File: src/rtl/pulse_period_meter_if.sv
// Signal bundle for the pulse period meter: control inputs and measurement results.
interface pulse_period_meter_if #(
  parameter int N = 8
);
  logic         ena;
  logic         pulse_in;
  logic [N-1:0] period;
  logic         valid;
  logic         locked;
  logic         timeout;

  modport master (
    output ena,
    output pulse_in,
    input  period,
    input  valid,
    input  locked,
    input  timeout
  );

  modport slave (
    input  ena,
    input  pulse_in,
    output period,
    output valid,
    output locked,
    output timeout
  );
endinterface

File: src/rtl/pulse_period_meter.sv
// Measures the spacing between rising edges of pulse_in in enabled clock cycles,
// flags repeatable measurements (locked) and missing edges (timeout).
module pulse_period_meter #(
  parameter int N = 8
) (
  input  logic                  clk,
  input  logic                  rst,
  pulse_period_meter_if.slave   bus
);

  localparam logic [N-1:0] CNT_MAX  = {N{1'b1}};
  localparam logic [N-1:0] CNT_ZERO = {N{1'b0}};
  localparam logic [N-1:0] CNT_ONE  = {{(N-1){1'b0}}, 1'b1};

  typedef enum logic [1:0] {
    IDLE    = 2'd0,
    MEASURE = 2'd1,
    TIMEOUT = 2'd2
  } state_t;

  state_t       state_r;
  logic         pulse_q_r;
  logic [N-1:0] count_r;
  logic [N-1:0] period_r;
  logic         valid_r;
  logic         locked_r;
  logic         timeout_r;
  logic         have_prev_r;
  logic         edge_s;

  assign edge_s = bus.pulse_in & ~pulse_q_r;

  // Edge-detect history runs regardless of ena so a level held across a freeze is not re-seen.
  always_ff @(posedge clk or negedge rst) begin
    if (!rst) begin
      pulse_q_r <= 1'b0;
    end else begin
      pulse_q_r <= bus.pulse_in;
    end
  end

  // Measurement FSM with registered outputs.
  always_ff @(posedge clk or negedge rst) begin
    if (!rst) begin
      state_r     <= IDLE;
      count_r     <= CNT_ZERO;
      period_r    <= CNT_ZERO;
      valid_r     <= 1'b0;
      locked_r    <= 1'b0;
      timeout_r   <= 1'b0;
      have_prev_r <= 1'b0;
    end else begin
      valid_r <= 1'b0;
      if (bus.ena) begin
        case (state_r)
          IDLE: begin
            if (edge_s) begin
              count_r <= CNT_ZERO;
              state_r <= MEASURE;
            end
          end
          MEASURE: begin
            // An edge on the saturating cycle still yields a measurement.
            if (edge_s) begin
              period_r    <= count_r;
              valid_r     <= 1'b1;
              locked_r    <= have_prev_r && (count_r == period_r);
              have_prev_r <= 1'b1;
              count_r     <= CNT_ZERO;
            end else if (count_r == CNT_MAX) begin
              state_r   <= TIMEOUT;
              timeout_r <= 1'b1;
              locked_r  <= 1'b0;
            end else begin
              count_r <= count_r + CNT_ONE;
            end
          end
          TIMEOUT: begin
            if (edge_s) begin
              timeout_r   <= 1'b0;
              count_r     <= CNT_ZERO;
              have_prev_r <= 1'b0;
              state_r     <= MEASURE;
            end
          end
          default: begin
            state_r     <= IDLE;
            count_r     <= CNT_ZERO;
            locked_r    <= 1'b0;
            timeout_r   <= 1'b0;
            have_prev_r <= 1'b0;
          end
        endcase
      end
    end
  end

  assign bus.period  = period_r;
  assign bus.valid   = valid_r;
  assign bus.locked  = locked_r;
  assign bus.timeout = timeout_r;

endmodule

File: src/flat_wrapper.sv
// flat-port wrapper written by rule: the top's interface ports become plain ports
module pulse_period_meter_flat 
#(
  parameter int N = 8
)
  (clk, rst, bus_ena, bus_pulse_in, bus_period, bus_valid, bus_locked, bus_timeout);
  pulse_period_meter_if #(.N(N)) bus_i ();
  input  logic clk;
  input  logic rst;
  input wire logic [$bits(bus_i.ena)-1:0] bus_ena;
  input wire logic [$bits(bus_i.pulse_in)-1:0] bus_pulse_in;
  output wire logic [$bits(bus_i.period)-1:0] bus_period;
  output wire logic [$bits(bus_i.valid)-1:0] bus_valid;
  output wire logic [$bits(bus_i.locked)-1:0] bus_locked;
  output wire logic [$bits(bus_i.timeout)-1:0] bus_timeout;
  assign bus_i.ena = bus_ena;
  assign bus_i.pulse_in = bus_pulse_in;
  assign bus_period = bus_i.period;
  assign bus_valid = bus_i.valid;
  assign bus_locked = bus_i.locked;
  assign bus_timeout = bus_i.timeout;
  pulse_period_meter #(.N(N)) u_core (.clk(clk), .rst(rst), .bus(bus_i));
endmodule
File: config.mk
export PLATFORM = sky130hd
export DESIGN_NAME = pulse_period_meter_flat
export DESIGN_NICKNAME = d
export VERILOG_FILES = /design/src/rtl/pulse_period_meter_if.sv /design/src/rtl/pulse_period_meter.sv /design/src/flat_wrapper.sv
export SDC_FILE = /design/constraint.sdc
export NUM_CORES = 1
export LEC_CHECK = 0
export CORE_UTILIZATION = 53
export DETAILED_ROUTE_END_ITERATION = 12
export GPL_TIMING_DRIVEN = 0
export MAX_ROUTING_LAYER = met4
export PLACE_DENSITY = 0.79
export SYNTH_ARGS = -nofsm -noshare
export SYNTH_HDL_FRONTEND = slang
export SYNTH_SLANG_ARGS = --single-unit
File: constraint.sdc
create_clock -name clk -period 1.9 [get_ports clk]
set_clock_uncertainty 0.15 [all_clocks]
set_input_delay 0.19 -clock clk [delete_from_list [all_inputs] [get_ports clk]]
set_output_delay 0.19 -clock clk [all_outputs]
set_load 0.05 [all_outputs]
---- Yosys cells after proc, flatten, opt, wreduce, memory -nomap -nowiden ----
Cells that the tools add are included.
storage, ports and cells
  output and inout bits ................... 11
  bits of input ports ..................... 4
  bits in registers ....................... 23
cells by class
  reduce and logical (&&, ||, !) cells .... 9
  add/subtract/negate cells ............... 1
  muxes and demuxes ....................... 20
  equal/unequal tests ..................... 11
  bitwise gates (word level) .............. 4
operators with widths
  cell                                                                    count
  8-bit two-way mux                                                       3
  8-bit one-hot mux with 2 select lines                                   1
  1-bit two-way mux                                                       9
  3-bit AND reduction                                                     3
  8-bit by 1-bit adder with 8-bit output (second input constant)          1
  8-bit equality test                                                     1
  8-bit equality test (second input constant)                             1
  2-bit by 1-bit != test with 1-bit output (second input constant)        4
  4-bit AND reduction                                                     2
  2-bit two-way mux                                                       3
  1-bit one-hot mux with 3 select lines                                   2
  5-bit AND reduction                                                     1
  2-bit one-hot mux with 2 select lines                                   1
  3-bit by 1-bit != test with 1-bit output (second input constant)        1
  3-bit by 2-bit != test with 1-bit output (second input constant)        1
  1-bit inverter                                                          3
  2-bit by 1-bit equality test with 1-bit output (second input constant)  1
  2-bit equality test (second input constant)                             1
  2-bit logical NOT                                                       1
  2-bit != test (second input constant)                                   1
  1-bit one-hot mux with 2 select lines                                   1
  2-bit OR reduction                                                      1
  1-bit AND                                                               1
  1-bit logical AND                                                       1

---- Logic depth before layout (Yosys ltp) ----
Gate-level depths: netlist of run 1.
  depth after elaboration ................. 5
  gate-level depth with buffers ........... 6

---- Worst setup path after synthesis of run 1 ----
Ideal clock, no wire load.
  path kind ............................... register to register
  start point ............................. reg u_core.count_r[0]
  end point ............................... reg u_core.count_r[2]
  path buffers ............................ 0
  required time ........................... 1.684 ns
  stages on the path, launching flop included .. 6
  slack ................................... 0.257 ns
  arrival time ............................ 1.427 ns
  cell sequence ........................... dfrtp_1 -> ha_1 -> nand3_1 -> o221ai_4 -> or4b_1 -> nand2_1
on the way
  longest elaborated chain between the ends .. 4
  elaborated cells between the ends (all ways) .. 7
  classes of those cells .................. 1 x add/sub; 2 x eq/ne; 3 x mux; 1 x reduce/logical
ends and longest elaborated chain
  what                                    line                      source
  start: declaration                      pulse_period_meter.sv:23  logic [N-1:0] count_r;
  start signal: assignment                pulse_period_meter.sv:75  count_r <= count_r + CNT_ONE;
  8-bit by 1-bit adder with 8-bit output  pulse_period_meter.sv:75
  8-bit two-way mux                       pulse_period_meter.sv:70  end else if (count_r == CNT_MAX) begin
  8-bit two-way mux                       pulse_period_meter.sv:64  if (edge_s) begin
  8-bit one-hot mux with 2 select lines   pulse_period_meter.sv:55  case (state_r)
Several ways; a longest one is shown, not always the timed one. The select of a mux whose other input is x is not followed.
A chain may end at the register's enable or synchronous reset.

---- Worst setup path after layout of run 1 ----
  start point ............................. reg u_core.locked_r (netlist: u_core.bus.locked)
  end point ............................... out bus_locked
RTL lines
  what                      line                      source
  start: declaration        pulse_period_meter.sv:26  logic locked_r;
  start signal: assignment  pulse_period_meter.sv:67  locked_r <= have_prev_r && (count_r == period_r);
  end: declaration          flat_wrapper.sv:14        output wire logic [$bits(bus_i.locked)-1:0] bus_locked;
No word-level cell between the ends.

==> reports/results.txt, run 1 <==
Reg2reg end = u_core.count_r[7]
Yosys top cell by area = dfrtp_1
Setup CP Type = flop to output port
LEAKAGE = 0.784 nW
CTS Buf Count = 3
Routed WL = 2290 um
N_diodes = 0
PortBufs = 13
HP Class = input pin to flop
Number of cells on the worst reg-to-reg path = 6
Status = completed
HP Start = bus_ena
Core area = 2040 um2
Largest stage delay on the critical path = 0.80 ns
Setup crit end = bus_locked
CP Cell Sequence = clkdlybuf4s50_1
Die width = 49.6 um
Final hold vios = 0
Setup repair after global routing missed its margin = yes
Post-DRT Antenna Nets = 0
Antenna violations before repair = 0
Worst slew margin = 0.328
Post-synth top area share = 0.479
Largest net degree at the start of global routing = 24
Syn_nets = 117
CP delay by family, top = buffers and inverters
First-pass GRT wire length = 4050 um
Initial core utilization = 0.589
Ranking of synthesized cells by area = dfrtp_1 48%, mux2_2 8.4%, xnor2_1 6.6%
Critical path depth in cells = 1
GRT Overall Usage = 0.228
Post-synth EDFFs = 0
Power density over cell area = 963 nW/um2
R2r setup slk = 0.11 ns
Die Y = 49.6 um
Area of the multi-input gates = 582 um2
Clock Sinks = 23
Site Rows = 16
CP Data Required Time = 1.56 ns
Register area share after synthesis = 0.479
Post-synth ARST share = 1.00
Fill cells = 171
Sequential Area = 578 um2
Max Cap Violations = 0
Dpl hpwl = 1640 um
Clk slew on worst S/H paths = 0.12 ns
Via Count = 939
CTS H-tree depth = 1
Number of global-route vias before repair = 912
Root Buffer Master = clkbuf_4
Clk_lat worst skew = 0.32 ns
Area after DPL = 1370 um2
WP buf/inv = 1
Routed wire length per instance = 14.7 um
P&R area growth vs syn = 18.9%
Residual DRC = 0
CP max FO = 2
Critical path launch point = u_core.bus.locked
Drt first-iter violations = 29
Reg-to-Reg Start = u_core.count_r[0]
Final setup fails = 0
Mapped Cells = 112
Full die area = 2460 um2
Final Max Tran Viols = 0
CTS tree = done
Area of the mapped netlist = 1200 um2
Layout cells sized above 1 = 0.217
Period Utilization, post-route = 0.956
Cell variety after synth = 36
Via density = 6.02
Fin crit period = 1.82 ns
Critical path's slowest cell = clkdlybuf4s50_1
Maximum vdd drop = 0.622 mV
Crit end category = output port
Final Wtd Congestion = 0.815
Final #Nets = 135
Yosys warns = 0
GR Overflow Total = 0
Ys flop type = dfrtp_1
Design Area, Final = 1430 um2
Avg Synthesized Cell Area = 10.7 um2
Slew @ Worst Pin = 1.00 ns
Fmax = 550 MHz
Clock Path Buffers = 2
Ports = 15
Overall Power = 0.00138 W
Drt pass-1 iters = 4
Post-synthesis register bit count = 23
CP arrival = 1.48 ns
Startpoint class of the critical path = flop
repair_timing:
item                       4_1_cts  5_1_grt
resized for setup                0       13
setup endpoints to repair        0       13
hold buffers                     0        0
setup buffers                    0        0
worst min path at each step:
stage	to	slack [ns]	cells after the start
detailed placement	u_core.bus.timeout	0.35	2
CTS	u_core.state_r[0]	0.03	2
finish	u_core.state_r[0]	0.04	2
global route	u_core.state_r[0]	0.03	2
global placement	u_core.bus.timeout	0.34	2
floorplan	u_core.bus.locked	-0.26	0
layout by cell type (no fill, tap or decap), drive strengths merged, types with 3 or more instances in the layout:
cell,n
dlymetal6s2s,9
mux2,9
a21oi,3
nand2,6
o21ai,7
nand4,3
xnor2,9
clkbuf,3
clkdlybuf4s50,4
and3,5
buf,8
nand3,9
dfrtp,23
kinds of logic after synthesis:
| group | count (synthesis) | share of synthesized area |
|---|---|---|
| AO/OA/AOI/OAI | 22 | 0.134 |
| XOR/XNOR | 9 | 0.0656 |
| adder cells (fa/ha/maj) | 1 | 0.0104 |
| buffers and inverters | 10 | 0.0468 |
| flip-flops | 23 | 0.479 |
| multiplexers | 9 | 0.0843 |
| AND/OR/NAND/NOR | 38 | 0.180 |
synth_stat cells, drive strengths merged (2+ instances only):
library cell	n
and3	5
dfrtp	23
and2	2
o211ai	2
nor2	2
o21ai	7
nand2	6
a31oi	2
a21oi	3
nor3	2
inv	2
nand3	9
nand4	3
or3	2
a21boi	2
xnor2	9
buf	8
mux2	9
stage by stage:
stage               utilization  cells  setup slack, ns  TNS [ns]  hold slack (ns)
floorplan                     -    112            0.257         0           -0.256
global placement          0.669    152           -0.139    -0.905            0.337
detailed placement        0.669    152           -0.178     -1.68            0.346
CTS                       0.683    156          0.00502         0           0.0277
global route              0.700    156         -0.00636  -0.00636           0.0321
finish                    0.700    156           0.0833         0           0.0375
layer usage:
layer  GRT usage  routed length [um]  part of all wire  vias up
li1            -                   -                 -      442
met1       0.283                 993              0.43      463
met2       0.360                1140              0.50       29
met3      0.0370                 109             0.048        5
met4       0.114                  44             0.019        0
met5           -                   0                 0        -
flip-flops by register name, summed over array words and instances, names as in the netlist:
signal / flops
u_core.bus.locked: 1
u_core.bus.period: 8
u_core.pulse_q_r: 1
u_core.count_r: 8
u_core.state_r: 2
u_core.bus.valid: 1
u_core.have_prev_r: 1
u_core.bus.timeout: 1
layout make-up:
class | instances | area share
Multi-Input combinational cell | 79 | 0.407
Sequential cell | 23 | 0.404
Timing Repair Buffer | 13 | 0.107
Buffer | 8 | 0.0341
Tap cell | 27 | 0.0236
Clock buffer | 3 | 0.0157
Inverter | 2 | 0.00525
Clock inverter | 1 | 0.00350
report_power, final:
group | internal [W] | total [W] | switching [W]
clock | 0.0000790 | 0.000229 | 0.000150
combinational | 0.000206 | 0.000515 | 0.000309
sequential | 0.000565 | 0.000633 | 0.0000673
No activity file was read; power rests on OpenSTA's default activity.
==> run 2, diff against run 1 <==
--- a/config.mk
+++ b/config.mk
@@ -7,7 +7,6 @@
 export LEC_CHECK = 0
 export CORE_UTILIZATION = 53
 export DETAILED_ROUTE_END_ITERATION = 12
-export GPL_TIMING_DRIVEN = 0
 export MAX_ROUTING_LAYER = met4
 export PLACE_DENSITY = 0.79
 export SYNTH_ARGS = -nofsm -noshare
==> reports/results.txt, run 2 (synthesized netlist as in run 1, its figures left out) <==
Fill cells = 147 (-14%)
Sequential Area = 576 um2 (-0.43%)
Routed wire length per instance = 15.3 um (+3.9%)
Antenna violations before repair = 0 (unchanged)
Maximum vdd drop = 0.552 mV (-11%)
Most common cell after layout, fill and taps aside = dfrtp_1
Layout cells sized above 1 = 0.250 (+0.0329)
HP Class = input pin to asynchronous set/reset pin
Drt first-iter violations = 33 (+14%)
Site Rows = 16 (unchanged)
Crit end category = output port
CP Cell Sequence = clkdlybuf4s50_1
Fmax = 549 MHz (-0.25%)
Setup repair after global routing missed its margin = no
Die Y = 49.6 um (unchanged)
Drt pass-1 iters = 4 (unchanged)
Residual DRC = 0 (unchanged)
Dpl hpwl = 1890 um (+15%)
Core area = 2040 um2 (unchanged)
Initial core utilization = 0.589 (unchanged)
Routed WL = 2550 um (+11%)
Max Cap Violations = 0 (unchanged)
CTS Buf Count = 3 (unchanged)
Placed Instances = 163 (+7.2%)
Period Utilization, post-route = 0.959 (+0.00244)
CP delay by family, top = buffers and inverters
Number of global-route vias before repair = 944 (+3.5%)
LEAKAGE = 0.823 nW (+5.0%)
Post-Layout Cell Count = 167 (+7.1%)
Clock Path Buffers = 2 (unchanged)
Critical path's slowest cell = clkdlybuf4s50_1
Root Buffer Master = clkbuf_4
Clk_lat worst skew = 0.32 ns (about the same)
CP Data Required Time = 1.56 ns (about the same)
Largest net degree at the start of global routing = 24 (unchanged)
WP buf/inv = 1 (unchanged)
Status = completed
Power density over cell area = 955 nW/um2 (-0.87%)
Area of the multi-input gates = 576 um2 (-1.1%)
Ports = 15 (unchanged)
Post-DRT Antenna Nets = 0 (unchanged)
PortBufs = 14 (+1)
Final Max Tran Viols = 0 (unchanged)
Design Area, Final = 1540 um2 (+7.3%)
Final #Nets = 146 (+8.1%)
Final setup fails = 0 (unchanged)
Setup CP Type = flop to output port
Slew @ Worst Pin = 0.515 ns (-0.489 ns)
CP max FO = 2 (unchanged)
Area after DPL = 1490 um2 (+8.9%)
CTS H-tree depth = 1 (unchanged)
Startpoint class of the critical path = flop
Most frequent cells in the layout = 23 x dfrtp_1, 16 x buf_4, 9 x xnor2_1, 9 x mux2_2, 8 x nand3_1
Clk slew on worst S/H paths = 0.14 ns (+0.02 ns)
Hold WS = 0.0619 ns (+0.0244 ns)
Clock Sinks = 23 (unchanged)
CTS tree = done
P&R area growth vs syn = 27.7%
Overall Power = 0.00147 W (+6.4%)
Via Count = 948 (+0.96%)
Final hold vios = 0 (unchanged)
Via density = 5.68 (-5.7%)
Fin util = 0.752 (+0.0515)
Worst slew margin = 0.656 (+0.328)
Die width = 49.6 um (unchanged)
Full die area = 2460 um2 (unchanged)
First-pass GRT wire length = 4400 um (+8.5%)
N_diodes = 0 (unchanged)
GRT Overall Usage = 0.247 (+0.0191)
Final Wtd Congestion = 0.886 (+8.8%)
Largest stage delay on the critical path = 0.80 ns (about the same)
# hold bufs at CTS = 0 (unchanged)
CP arrival = 1.48 ns (about the same)
Fin crit period = 1.82 ns (+0.00463 ns)
GR Overflow Total = 0 (unchanged)
## run 2: changes by cell type in the layout (fill, tap and decap cells not counted)
cell and change:
dfrtp_2 -2, buf_2 -6, buf_12 +2, dlygate4sd2_1 +2, o2111ai_2 -1, o2111ai_1 +1
dlymetal6s2s_1 -2, dfrtp_1 +2, clkdlybuf4s50_1 +1, buf_4 +15, buf_6 -1
## run 2: final timing paths
check,startpoint,endpoint,slack (ns),depth (start not counted)
min,rst,u_core.bus.period[0],0.06,2
min in group clk,bus_pulse_in,u_core.pulse_q_r,0.21,1
max in group asynchronous,rst,u_core.bus.period[5],1.30,2
max,u_core.bus.locked,bus_locked,0.08,1
min reg2reg,u_core.bus.locked,u_core.bus.locked,0.37,1
max reg2reg,u_core.count_r[0],u_core.count_r[7],0.13,6
## run 2: repair_timing
action | in CTS | in global routing
setup buffers | 0 | 0
pin swaps | 0 | 1
gates resized for setup | 2 | 8
endpoints found under the setup margin | 2 | 8
## run 2: final cells by class
class	instances	share of cell area
timing repair buffer	32	0.205
sequential	23	0.375
tap	27	0.0220
multi-input combinational	79	0.375
clock inverter	1	0.00326
inverter	2	0.00489
clock buffer	3	0.0147
## run 2: stage by stage
stage / setup TNS [ns] / setup WS, ns
finish: 0 / 0.0787
global route: 0 / 0.0150
CTS: 0 / 0.00307
detailed placement: -0.470 / -0.0769
global placement: -0.0536 / -0.0175
floorplan: 0 / 0.257
## run 2: layer usage
metal / up-vias / track usage / share of wire
met3: 2 / 0.0401 / 0.042
met1: 452 / 0.331 / 0.45
met2: 37 / 0.381 / 0.51
li1: 457 / - / -
met5: - / - / 0
met4: 0 / 0.0857 / 0.0047
## run 2: power breakdown
part | leakage, nW | internal, W | switching, W
registers | 0.309 | 0.000563 | 0.0000686
logic | 0.496 | 0.000267 | 0.000333
clock network | 0.0177 | 0.0000788 | 0.000155
total | 0.823 | 0.000909 | 0.000556
